File: src/rtl/uart_tx_serializer.sv
// ---------------------------------------------------------------------------
// uart_tx_serializer
//   UART transmitter. Accepts a parallel word with a valid strobe and sends
//   it on TX_OUT as: start(0), DATA_WIDTH data bits LSB first, optional
//   parity bit, stop(1). Every bit lasts P CLK cycles, where P is the
//   Prescale value latched at accept time (0 is treated as 1).
//
// Ports
//   CLK            in   system clock, posedge
//   RST            in   asynchronous active-high reset
//   P_DATA         in   word to transmit
//   Data_Valid     in   request; sampled only while idle
//   parity_enable  in   1 = append parity bit after the data bits
//   parity_type    in   0 = even (^data), 1 = odd (~^data)
//   Prescale       in   CLK cycles per bit
//   TX_OUT         out  serial line, idles high, driven from a flop
//   busy           out  high while a frame is in progress
//   frame_done     out  one-cycle pulse after the stop bit completes
// ---------------------------------------------------------------------------
module uart_tx_serializer #(
  parameter int DATA_WIDTH = 8
) (
  input  logic                  CLK,
  input  logic                  RST,
  input  logic [DATA_WIDTH-1:0] P_DATA,
  input  logic                  Data_Valid,
  input  logic                  parity_enable,
  input  logic                  parity_type,
  input  logic [5:0]            Prescale,
  output logic                  TX_OUT,
  output logic                  busy,
  output logic                  frame_done
);

  localparam int IDX_W = (DATA_WIDTH > 1) ? $clog2(DATA_WIDTH) : 1;

  typedef enum logic [2:0] {
    S_IDLE,
    S_START,
    S_DATA,
    S_PARITY,
    S_STOP
  } state_t;

  state_t                r_state;
  logic [DATA_WIDTH-1:0] r_shift;
  logic                  r_pe;
  logic                  r_parity;
  logic [5:0]            r_presc;
  logic [5:0]            r_cnt;
  logic [IDX_W-1:0]      r_bit_idx;
  logic                  r_tx;
  logic                  r_busy;
  logic                  r_done;

  logic                  w_bit_end;
  logic                  w_parity;
  logic [5:0]            w_presc_eff;

  // Last cycle of the current bit period.
  assign w_bit_end   = (r_cnt == (r_presc - 6'd1));
  assign w_parity    = parity_type ? ~(^P_DATA) : (^P_DATA);
  assign w_presc_eff = (Prescale == 6'd0) ? 6'd1 : Prescale;

  always_ff @(posedge CLK or posedge RST) begin
    if (RST) begin
      r_state   <= S_IDLE;
      r_shift   <= '0;
      r_pe      <= 1'b0;
      r_parity  <= 1'b0;
      r_presc   <= 6'd1;
      r_cnt     <= '0;
      r_bit_idx <= '0;
      r_tx      <= 1'b1;
      r_busy    <= 1'b0;
      r_done    <= 1'b0;
    end else begin
      r_done <= 1'b0;
      case (r_state)
        S_IDLE: begin
          r_tx <= 1'b1;
          if (Data_Valid) begin
            // Everything the frame needs is captured here so that later
            // input changes cannot disturb the frame in flight.
            r_shift   <= P_DATA;
            r_pe      <= parity_enable;
            r_parity  <= w_parity;
            r_presc   <= w_presc_eff;
            r_cnt     <= '0;
            r_bit_idx <= '0;
            r_tx      <= 1'b0;
            r_busy    <= 1'b1;
            r_state   <= S_START;
          end
        end

        S_START: begin
          if (w_bit_end) begin
            r_cnt   <= '0;
            // Present bit 0 and shift so r_shift[0] is always the next bit.
            r_tx    <= r_shift[0];
            r_shift <= r_shift >> 1;
            r_state <= S_DATA;
          end else begin
            r_cnt <= r_cnt + 6'd1;
          end
        end

        S_DATA: begin
          if (w_bit_end) begin
            r_cnt <= '0;
            if (r_bit_idx == IDX_W'(DATA_WIDTH - 1)) begin
              if (r_pe) begin
                r_tx    <= r_parity;
                r_state <= S_PARITY;
              end else begin
                r_tx    <= 1'b1;
                r_state <= S_STOP;
              end
            end else begin
              r_bit_idx <= r_bit_idx + 1'b1;
              r_tx      <= r_shift[0];
              r_shift   <= r_shift >> 1;
            end
          end else begin
            r_cnt <= r_cnt + 6'd1;
          end
        end

        S_PARITY: begin
          if (w_bit_end) begin
            r_cnt   <= '0;
            r_tx    <= 1'b1;
            r_state <= S_STOP;
          end else begin
            r_cnt <= r_cnt + 6'd1;
          end
        end

        S_STOP: begin
          if (w_bit_end) begin
            r_cnt   <= '0;
            r_busy  <= 1'b0;
            r_done  <= 1'b1;
            r_state <= S_IDLE;
          end else begin
            r_cnt <= r_cnt + 6'd1;
          end
        end

        default: begin
          r_tx    <= 1'b1;
          r_busy  <= 1'b0;
          r_cnt   <= '0;
          r_state <= S_IDLE;
        end
      endcase
    end
  end

  assign TX_OUT     = r_tx;
  assign busy       = r_busy;
  assign frame_done = r_done;

endmodule

File: config.mk
export PLATFORM = sky130hd
export DESIGN_NAME = uart_tx_serializer
export DESIGN_NICKNAME = d
export VERILOG_FILES = /design/src/rtl/uart_tx_serializer.sv
export SDC_FILE = /design/constraint.sdc
export NUM_CORES = 1
export LEC_CHECK = 0
export BUFFER_PORTS_ARGS = -buffer_cell sky130_fd_sc_hd__buf_2
export CORE_MARGIN = 8
export CORE_UTILIZATION = 57
export DETAILED_ROUTE_END_ITERATION = 16
export HOLD_SLACK_MARGIN = 0.05
export PLACE_DENSITY = 0.77
export SKIP_CTS_REPAIR_TIMING = 1
export SYNTH_ARGS = -nofsm -noshare
export SYNTH_HDL_FRONTEND = slang
export SYNTH_SLANG_ARGS = --single-unit
File: constraint.sdc
create_clock -name CLK -period 3.1 [get_ports CLK]
set_input_delay 0.155 -clock CLK [delete_from_list [all_inputs] [get_ports CLK]]
set_output_delay 0.155 -clock CLK [all_outputs]
set_load 0.01 [all_outputs]
==> qor.yml, run 1 <==
track_usage: 0.1533
via_per_inst: 5.844
start_util: 0.5883
final-seq-area_um2: 778.2
yosysSeqAreaShare: 0.4405
rrSetupSlack_ns: 0.51
cp-startpoint: "r_presc[0]"
cts_sinks: 31
min_to: "r_presc[1]"
worst_pin_slew_ns: 1.118
post_drt_wl_per_cell_um: 14.97
critPathCaptureType: "register"
ys.flop_type: "dfrtp_1"
clock_skew_ns: 0.01106
cts_tree: "built"
layout_commonest_cell: "dfrtp_1"
drt.antenna.violating_nets: 0
syn_avg_cell_area_um2: 10.21
multiInputGateArea_um2: 932.1
cts_root_buffer: "clkbuf_4"
worst_skew_pair.late_latency_ns: 0.33
cp_data_required_time_ns: 3.33
most-common-layout-cells: "dfrtp_1 (29), buf_2 (21), mux2_2 (18)"
htreeDepth: 2
dpl.hpwl_um: 2666
postSynth.asyncResetShare: 1.000
period_needed_ns: 2.585
fillCellCount: 240
power.density_nw_per_um2: 913.2
clk_pin_slew_worst_paths_ns: 0.10
drive_gt1_frac: 0.2727
worstPathArrival_ns: 2.81
r2r-start: "r_presc[0]"
hold_path.startpoint: "Prescale[1]"
grt_pass1_wl_um: 6223
peakVddDrop_v: 0.0004123
grt_setup_unrepaired: "false"
drcViolationCount: 0
netlist_instances: 173
rows: 20
ys_types: 43
hold_viol_final: 0
gp_congestion: 0.8848
port_buffers: 21
post-route-period-util: 0.8340
grt_pass1_vias: 1424
status: "finished, final reports clean"
critPathMaxFanout: 6
first_pass_iters: 4
nets: 220
synth-edff-count: 0
diodes: 0
synth_seq_cells: 31
grt_max_degree: 32
power_leakage_nw: 0.8866
setup_tns_ns: 0
setup.worst_path.class: "reg2reg"
cts_max_path_buffers: 2
synth.net_count: 196
cap_violations: 0
fp.dieH_um: 71.67
critPathLaunchType: "register"
slew_headroom: 0.2538
maxSlewViolCount: 0
cts_buffers: 5
ioPinCount: 22
fmax_ghz: 0.3868
antenna_found_initial: 0
setup_violations: 0
chipWidth_um: 71.67
synth_warnings: 0
fin_util: 0.6567
vias: 1350
drt_iter0_drc: 91
area_delta_synth_final_pct: 11.61
grt-ovfl-total: 0
wl_um: 3459
power_mw: 1.801
dieArea_um2: 5137
hold_path_depth: 3
core_area_um2: 3003
syn_area_um2: 1767
r2r_cells: 8
r2r-end: "r_cnt[3]"
hp-class: "in2reg"
==> critical path, stage by stage (launching register included) <==
cell and delay [ns]:
dfstp_2 0.57, inv_1 0.06, ha_1 0.23, nor2b_1 0.14, or3_1 0.34, a31o_1 0.26, o21ai_0 0.50, nor3_1 0.12
a221o_1 0.28
==> where the power goes <==
| part | internal [mW] | switching (mW) |
|---|---|---|
| Combinational | 0.420 | 0.377 |
| Sequential | 0.570 | 0.170 |
| Clock | 0.133 | 0.132 |
| Total | 1.12 | 0.678 |
==> how the worst max path moves through the flow <==
| stage | to | slack (ns) | cells after the start |
|---|---|---|---|
| after floorplan | r_cnt[3] | 0.70 | 9 |
| after global placement | r_cnt[3] | 0.63 | 8 |
| after detailed placement | r_cnt[3] | 0.54 | 8 |
| after CTS | r_shift[3] | 0.52 | 8 |
| after global routing | r_cnt[3] | 0.32 | 8 |
| final | r_cnt[3] | 0.51 | 8 |
==> layout make-up <==
| type | instances | area share |
|---|---|---|
| clock buffer | 8 | 0.03490 |
| timing repair buffer | 23 | 0.06345 |
| sequential | 31 | 0.3947 |
| multi-input combinational | 129 | 0.4727 |
| inverter | 7 | 0.01332 |
| tap | 33 | 0.02094 |
==> through the flow <==
| stage | hold slack, ns | instances | setup WS, ns | instance area (um^2) |
|---|---|---|---|---|
| floorplan | 0.2570 | 173 | 0.7007 | 1767 |
| global placement | 0.3728 | 221 | 0.6270 | 1883 |
| detailed placement | 0.3845 | 221 | 0.5360 | 1883 |
| CTS | 0.02167 | 229 | 0.5232 | 1952 |
| global route | 0.05171 | 231 | 0.3246 | 1972 |
| finish | 0.04903 | 231 | 0.5147 | 1972 |
==> routing by layer <==
| layer | track usage | up-vias | routed length [um] | share of wire |
|---|---|---|---|---|
| met3 | 0.05579 | 4 | 175 | 0.051 |
| met4 | 0.06576 | 0 | 48 | 0.014 |
| met1 | 0.1803 | 643 | 1543 | 0.45 |
| met2 | 0.2449 | 36 | 1691 | 0.49 |
| met5 | 0 | - | 0 | 0 |
| li1 | - | 667 | - | - |
==> sequential cells by signal (all words and copies together), names as in the netlist <==
name,cells
r_parity,1
busy,1
frame_done,1
r_shift,8
r_cnt,6
r_bit_idx,3
r_pe,1
TX_OUT,1
r_state,3
r_presc,6
==> cell usage after synthesis, drive strengths merged (2+ instances only) <==
master	instances	share of area
a21o	2	0.0085
a21oi	7	0.022
a221oi	2	0.0099
a32o	3	0.017
and2	2	0.0085
buf	2	0.0085
clkbuf	4	0.0085
dfrtp	29	0.41
dfstp	2	0.030
ha	4	0.028
inv	7	0.015
mux2	18	0.11
mux2i	3	0.017
nand2	9	0.019
nand2b	4	0.014
nand3	3	0.0085
nand4	2	0.0071
nor2	12	0.027
nor2b	5	0.018
nor3	7	0.020
nor4	2	0.0071
o21ai	14	0.040
or2	2	0.0071
xnor2	12	0.059
xor2	3	0.015
==> logic make-up after synthesis <==
| group | share of synthesized area |
|---|---|
| and+or+nand+nor | 0.1622 |
| AOI/OAI and AO/OA | 0.1310 |
| DFF | 0.4405 |
| muxes | 0.1317 |
| xor gates and xnor gates | 0.07436 |
| buffers and inverters | 0.03187 |
| adders and majority gates | 0.02833 |
Power figures use the tool's default switching activity.
==> run 2, diff against run 1 <==
ABC_AREA = 1   (was default)
CORE_UTILIZATION = 58   (was 57)
clock period = 2.4 ns   (was 3.1 ns; I/O delays follow)
==> run 2 against run 1 <==
Setup slack got worse by 0.25 ns. Cell count rose by 44%. First-iteration DRC count rose by 52%. Synthesized cell count rose by 49%. Die area rose by 4.9%.
==> qor.yml, run 2 <==
drive_gt1_frac: 0.1812
slew_headroom: 0.7214
grt_pass1_wl_um: 6555
cts_tree: "built"
fmax_ghz: 0.4693
crit_path_max_incr_delay_ns: 0.57
yosysSeqAreaShare: 0.4071
gp_congestion: 0.8532
power_leakage_nw: 1.133
core_area_um2: 3258
via_per_inst: 4.982
dieArea_um2: 5390
first_pass_iters: 4
fin_util: 0.6636
grt_pass1_vias: 1481
critPathLaunchType: "register"
path_depth: 7
r2r-end: "r_presc[0]"
vias: 1659
post-route-period-util: 0.8879
postSynth.asyncResetShare: 1.000
grt-ovfl-total: 0
htreeDepth: 2
critical_path_buf_inv_count: 2
hold_path.startpoint: "Prescale[2]"
grt_setup_unrepaired: "false"
period_needed_ns: 2.131
layout_commonest_cell: "nand2_1"
critPathCaptureType: "register"
synth_seq_cells: 31
largest_reg_flops: 8
worst_skew_pair.late_latency_ns: 0.33
ys_top_cells_by_count: "nand2_1 (85), dfrtp_1 (29), inv_1 (29)"
worst_pin_slew_ns: 0.4170
grt_use_met1: 0.2115
cpMaxStageDelayCell: "dlygate4sd3_1"
hp-class: "in2reg"
multiInputGateArea_um2: 980.9
ys.flop_type: "dfrtp_1"
max_flop_register: "r_shift"
hold_viol_final: 0
min_to: "r_presc[2]"
area_delta_synth_final_pct: 13.09
cts_max_path_buffers: 2
busiest_layer: "met2"
netlist_instances: 257
fillCellCount: 298
most-common-layout-cells: "nand2_1 (85), inv_1 (29), dfrtp_1 (29)"
synth.net_count: 280
reg_top3: "r_shift x8, r_cnt x6, r_presc x6"
post_drt_wl_per_cell_um: 11.86
ioPinCount: 22
path_delay_family: "buffers and inverters"
synth_warnings: 0
grt_max_degree: 32
diodes: 0
wl_um: 3950
clk_pin_slew_worst_paths_ns: 0.11
cts_sinks: 31
cp_data_required_time_ns: 2.67
synth-edff-count: 0
clock_skew_ns: 0.01199
dpl.hpwl_um: 2933
hold_path_depth: 3
syn_area_um2: 1912
critPathMaxFanout: 14
worstPathCellList: "nor2_1 -> inv_1 -> nor2_1 -> nand2_1 -> o21ai_0 -> o31ai_1 -> dlygate4sd3_1"
ys_top_cells_by_area: "dfrtp_1 (38%), nand2_1 (17%), inv_1 (5.7%)"
cts_root_buffer: "clkbuf_4"
fin_hold_ws_ns: 0.04428
synth_top_cell_by_area: "dfrtp_1"
met2_usage: 0.2344
grt.met3_usage: 0.03956
synth_most_common_cell: "nand2_1"
cap_violations: 0
drt_iter0_drc: 138
drcViolationCount: 0
rrSetupSlack_ns: 0.27
peakVddDrop_v: 0.0006748
antenna_found_initial: 0
track_usage: 0.1539
r2r-start: "r_state[0]"
ys_types: 30
port_buffers: 21
nets: 309
setup_violations: 0
rows: 21
chipWidth_um: 73.42
drt.antenna.violating_nets: 0
setup.worst_path.class: "reg2reg"
yosysTopAreaCellShare: 0.3796
setup_tns_ns: 0
final-seq-area_um2: 778.2
start_util: 0.5868
maxSlewViolCount: 0
status: "finished, final reports clean"
fp.dieH_um: 73.42
crit_top_cell: "nor2_1"
syn_avg_cell_area_um2: 7.439
power.density_nw_per_um2: 1244
r2r_cells: 7
cts_buffers: 5
worstPathArrival_ns: 2.40
-- run 2: cell families (layout without fill, tap and decap cells) --
kind of cell | Yosys count | in the layout | synth area share
and+or+nand+nor | 141 | 141 | 0.3416
buffers and inverters | 40 | 70 | 0.07984
DFF | 31 | 31 | 0.4071
AOI/OAI and AO/OA | 29 | 29 | 0.08639
xor gates and xnor gates | 12 | 12 | 0.05890
adders and majority gates | 4 | 4 | 0.02618
-- run 2: final cells by class --
type,count,share of cell area
clock buffers,5,0.01736
repair buffers,26,0.07060
clock inverters,3,0.009259
multi-input cells,186,0.4537
inverters,36,0.06250
well taps,46,0.02662
flip-flops and latches,31,0.3600
-- run 2: worst max-delay path by stage --
| stage | from | to | slack (ns) |
|---|---|---|---|
| 2_1_floorplan | r_presc[0] | r_shift[0] | 0.54 |
| 3_3_place_gp | r_presc[0] | r_shift[4] | 0.42 |
| 3_5_place_dp | r_presc[0] | r_shift[7] | 0.39 |
| 4_1_cts | r_presc[0] | r_shift[4] | 0.37 |
| 5_1_grt | r_state[0] | r_presc[0] | 0.06 |
| 6_report | r_state[0] | r_presc[0] | 0.27 |
-- run 2: routing by layer --
| metal | part of all wire | up-vias |
|---|---|---|
| li1 | - | 882 |
| met1 | 0.49 | 746 |
| met2 | 0.47 | 27 |
| met3 | 0.035 | 4 |
| met4 | 0.0071 | 0 |
| met5 | 0 | - |
-- run 2: where the power goes --
group          switching (mW)  internal (mW)  total [mW]  leakage [nW]
Clock                   0.197          0.112       0.309        0.0272
Combinational           0.919          0.529        1.45         0.712
Sequential              0.188          0.745       0.933         0.393
Total                    1.30           1.39        2.69          1.13
-- run 2: metrics by stage --
| stage | instance area [um^2] | worst slack, ns | std cells | total power [mW] |
|---|---|---|---|---|
| 4_1_cts | 2122 | 0.3657 | 329 | 2.680 |
| 5_1_grt | 2162 | 0.05705 | 333 | 2.967 |
| 3_3_place_gp | 2064 | 0.4228 | 321 | 2.344 |
| 3_5_place_dp | 2064 | 0.3868 | 321 | 2.373 |
| 2_1_floorplan | 1912 | 0.5398 | 257 | 2.077 |
| 6_report | 2162 | 0.2690 | 333 | 2.690 |
-- run 2: tightest hold or removal path: stages --
cell and delay [ns]:
buf_2 0.10, inv_1 0.05, o21ai_0 0.07
==> run 3, diff against run 2 <==
CORE_UTILIZATION = 40   (was 58)
PLACE_DENSITY = 0.56   (was 0.77)
==> run 3 against run 2 <==
Sequential cell count is the same. Worst hold slack gained 0.036 ns. Critical path depth grew 6. Non-clock buffer count shrank 1. Die area grew 34%. Global-route usage shrank 2.5 points. Total power grew 2.8%. Largest power group unchanged.
==> qor.yml, run 3 (synthesized netlist as in run 2, its figures left out) <==
status: "finished, final reports clean"
drt_iter0_drc: 148
rows: 25
worst_slack_ns: 0.3738
power_mw: 2.764
via_per_inst: 4.847
area_delta_synth_final_pct: 14.27
cts_max_path_buffers: 2
pre_cts_slack_ns: 0.3628
first_pass_iters: 4
gp_congestion: 0.8820
power.density_nw_per_um2: 1265
start_util: 0.4102
power.internal_mw: 1.472
drt.antenna.violating_nets: 0
hold_viol_final: 0
drcViolationCount: 0
diodes: 0
htreeDepth: 2
peakVddDrop_v: 0.0005363
vias: 1648
core_area_um2: 4661
pwr-share-comb: 0.521
p_seq_frac: 0.335
port_buffers: 21
clock_skew_ns: 0.005770
clk_pin_slew_worst_paths_ns: 0.07
period_needed_ns: 2.026
worst_pin_slew_ns: 0.4322
post-route-period-util: 0.8443
grt_pass1_wl_um: 7431
switching_share: 0.4676
dieArea_um2: 7248
setup_tns_ns: 0
setup.worst_path.class: "reg2reg"
hp-class: "in2reg"
grt_setup_unrepaired: "false"
grt_pass1_vias: 1588
fillCellCount: 452
fin_util: 0.4687
cap_violations: 0
cp_data_required_time_ns: 2.58
most-common-layout-cells: "nand2_1 (85), inv_1 (29), dfrtp_1 (29)"
fin_hold_ws_ns: 0.08053
cts_tree: "built"
chipWidth_um: 85.14
cts_root_buffer: "clkbuf_8"
maxSlewViolCount: 0
post_drt_wl_per_cell_um: 12.44
wl_um: 4230
cts_sinks: 31
critPathLaunchType: "register"
critPathMaxFanout: 9
antenna_found_initial: 0
final-seq-area_um2: 778.2
worst_skew_pair.late_latency_ns: 0.28
critPathCaptureType: "register"
grt-ovfl-total: 0
cts_buffers: 5
fp.dieH_um: 85.14
layout_commonest_cell: "nand2_1"
worstPathArrival_ns: 2.20
p_sw_mw: 1.293
drive_gt1_frac: 0.1713
pwr-share-clk: 0.144
track_usage: 0.1294
max_flop_register: "r_shift"
slew_headroom: 0.7111
power_leakage_nw: 1.142
ioPinCount: 22
fmax_ghz: 0.4935
largest_reg_flops: 8
multiInputGateArea_um2: 980.9
dpl.hpwl_um: 3110
setup_violations: 0
reg_top3: "r_shift x8, r_cnt x6, r_presc x6"
grt_max_degree: 32
nets: 308
## run 3: changes by cell type in the layout (fill, tap and decap cells not counted)
cell / change
clkbuf_1: +3
clkbuf_4: -5
clkbuf_8: +5
clkinv_2: -1
clkinvlp_4: -2
dlygate4sd3_1: -1
## run 3: final timing paths
| kind | from | cells past startpoint | slack [ns] | to |
|---|---|---|---|---|
| worst max-delay path | r_presc[0] | 13 | 0.37 | r_shift[0] |
| worst min-delay path | Prescale[0] | 3 | 0.08 | r_presc[0] |
| worst max register to register | r_presc[0] | 13 | 0.37 | r_shift[0] |
| worst min register to register | busy | 2 | 0.47 | busy |
| max in group asynchronous | RST | 4 | 1.60 | TX_OUT |
| min in group asynchronous | RST | 4 | 0.46 | r_shift[7] |
## run 3: critical path: stages, from the launching register on
cell,delay [ns]
dfstp_2,0.54
inv_2,0.06
ha_1,0.29
inv_1,0.04
nand2_1,0.05
nand2_1,0.04
nor2_1,0.10
nand2_2,0.08
nor2_4,0.12
nand3_4,0.13
o21ai_4,0.16
nand3_4,0.17
nand2_1,0.09
nand2_1,0.05
## run 3: metal layers
metal / global-route usage / part of all wire
met1: 0.1670 / 0.49
met2: 0.1982 / 0.47
met3: 0.03861 / 0.031
met4: 0.04693 / 0.0057
met5: 0 / 0
## run 3: final cells by class
cell class / count / area share
multi-input combinational: 186 / 0.4490
tap: 54 / 0.03093
clock buffer: 8 / 0.03666
timing repair buffer: 25 / 0.06529
sequential: 31 / 0.3562
inverter: 36 / 0.06186
## run 3: per-stage QoR
step / std cells / cell area [um^2]
2_1_floorplan: 257 / 1912
3_3_place_gp: 329 / 2074
3_5_place_dp: 329 / 2074
4_1_cts: 337 / 2155
5_1_grt: 340 / 2185
6_report: 340 / 2185
## run 3: power by group through the flow
stage	combinational [mW]	sequential, mW	clock, mW
global route	1.67	0.951	0.437
CTS	1.46	0.922	0.414
detailed placement	1.45	0.930	0
floorplan	1.18	0.895	0
global placement	1.45	0.937	0
finish	1.44	0.925	0.398
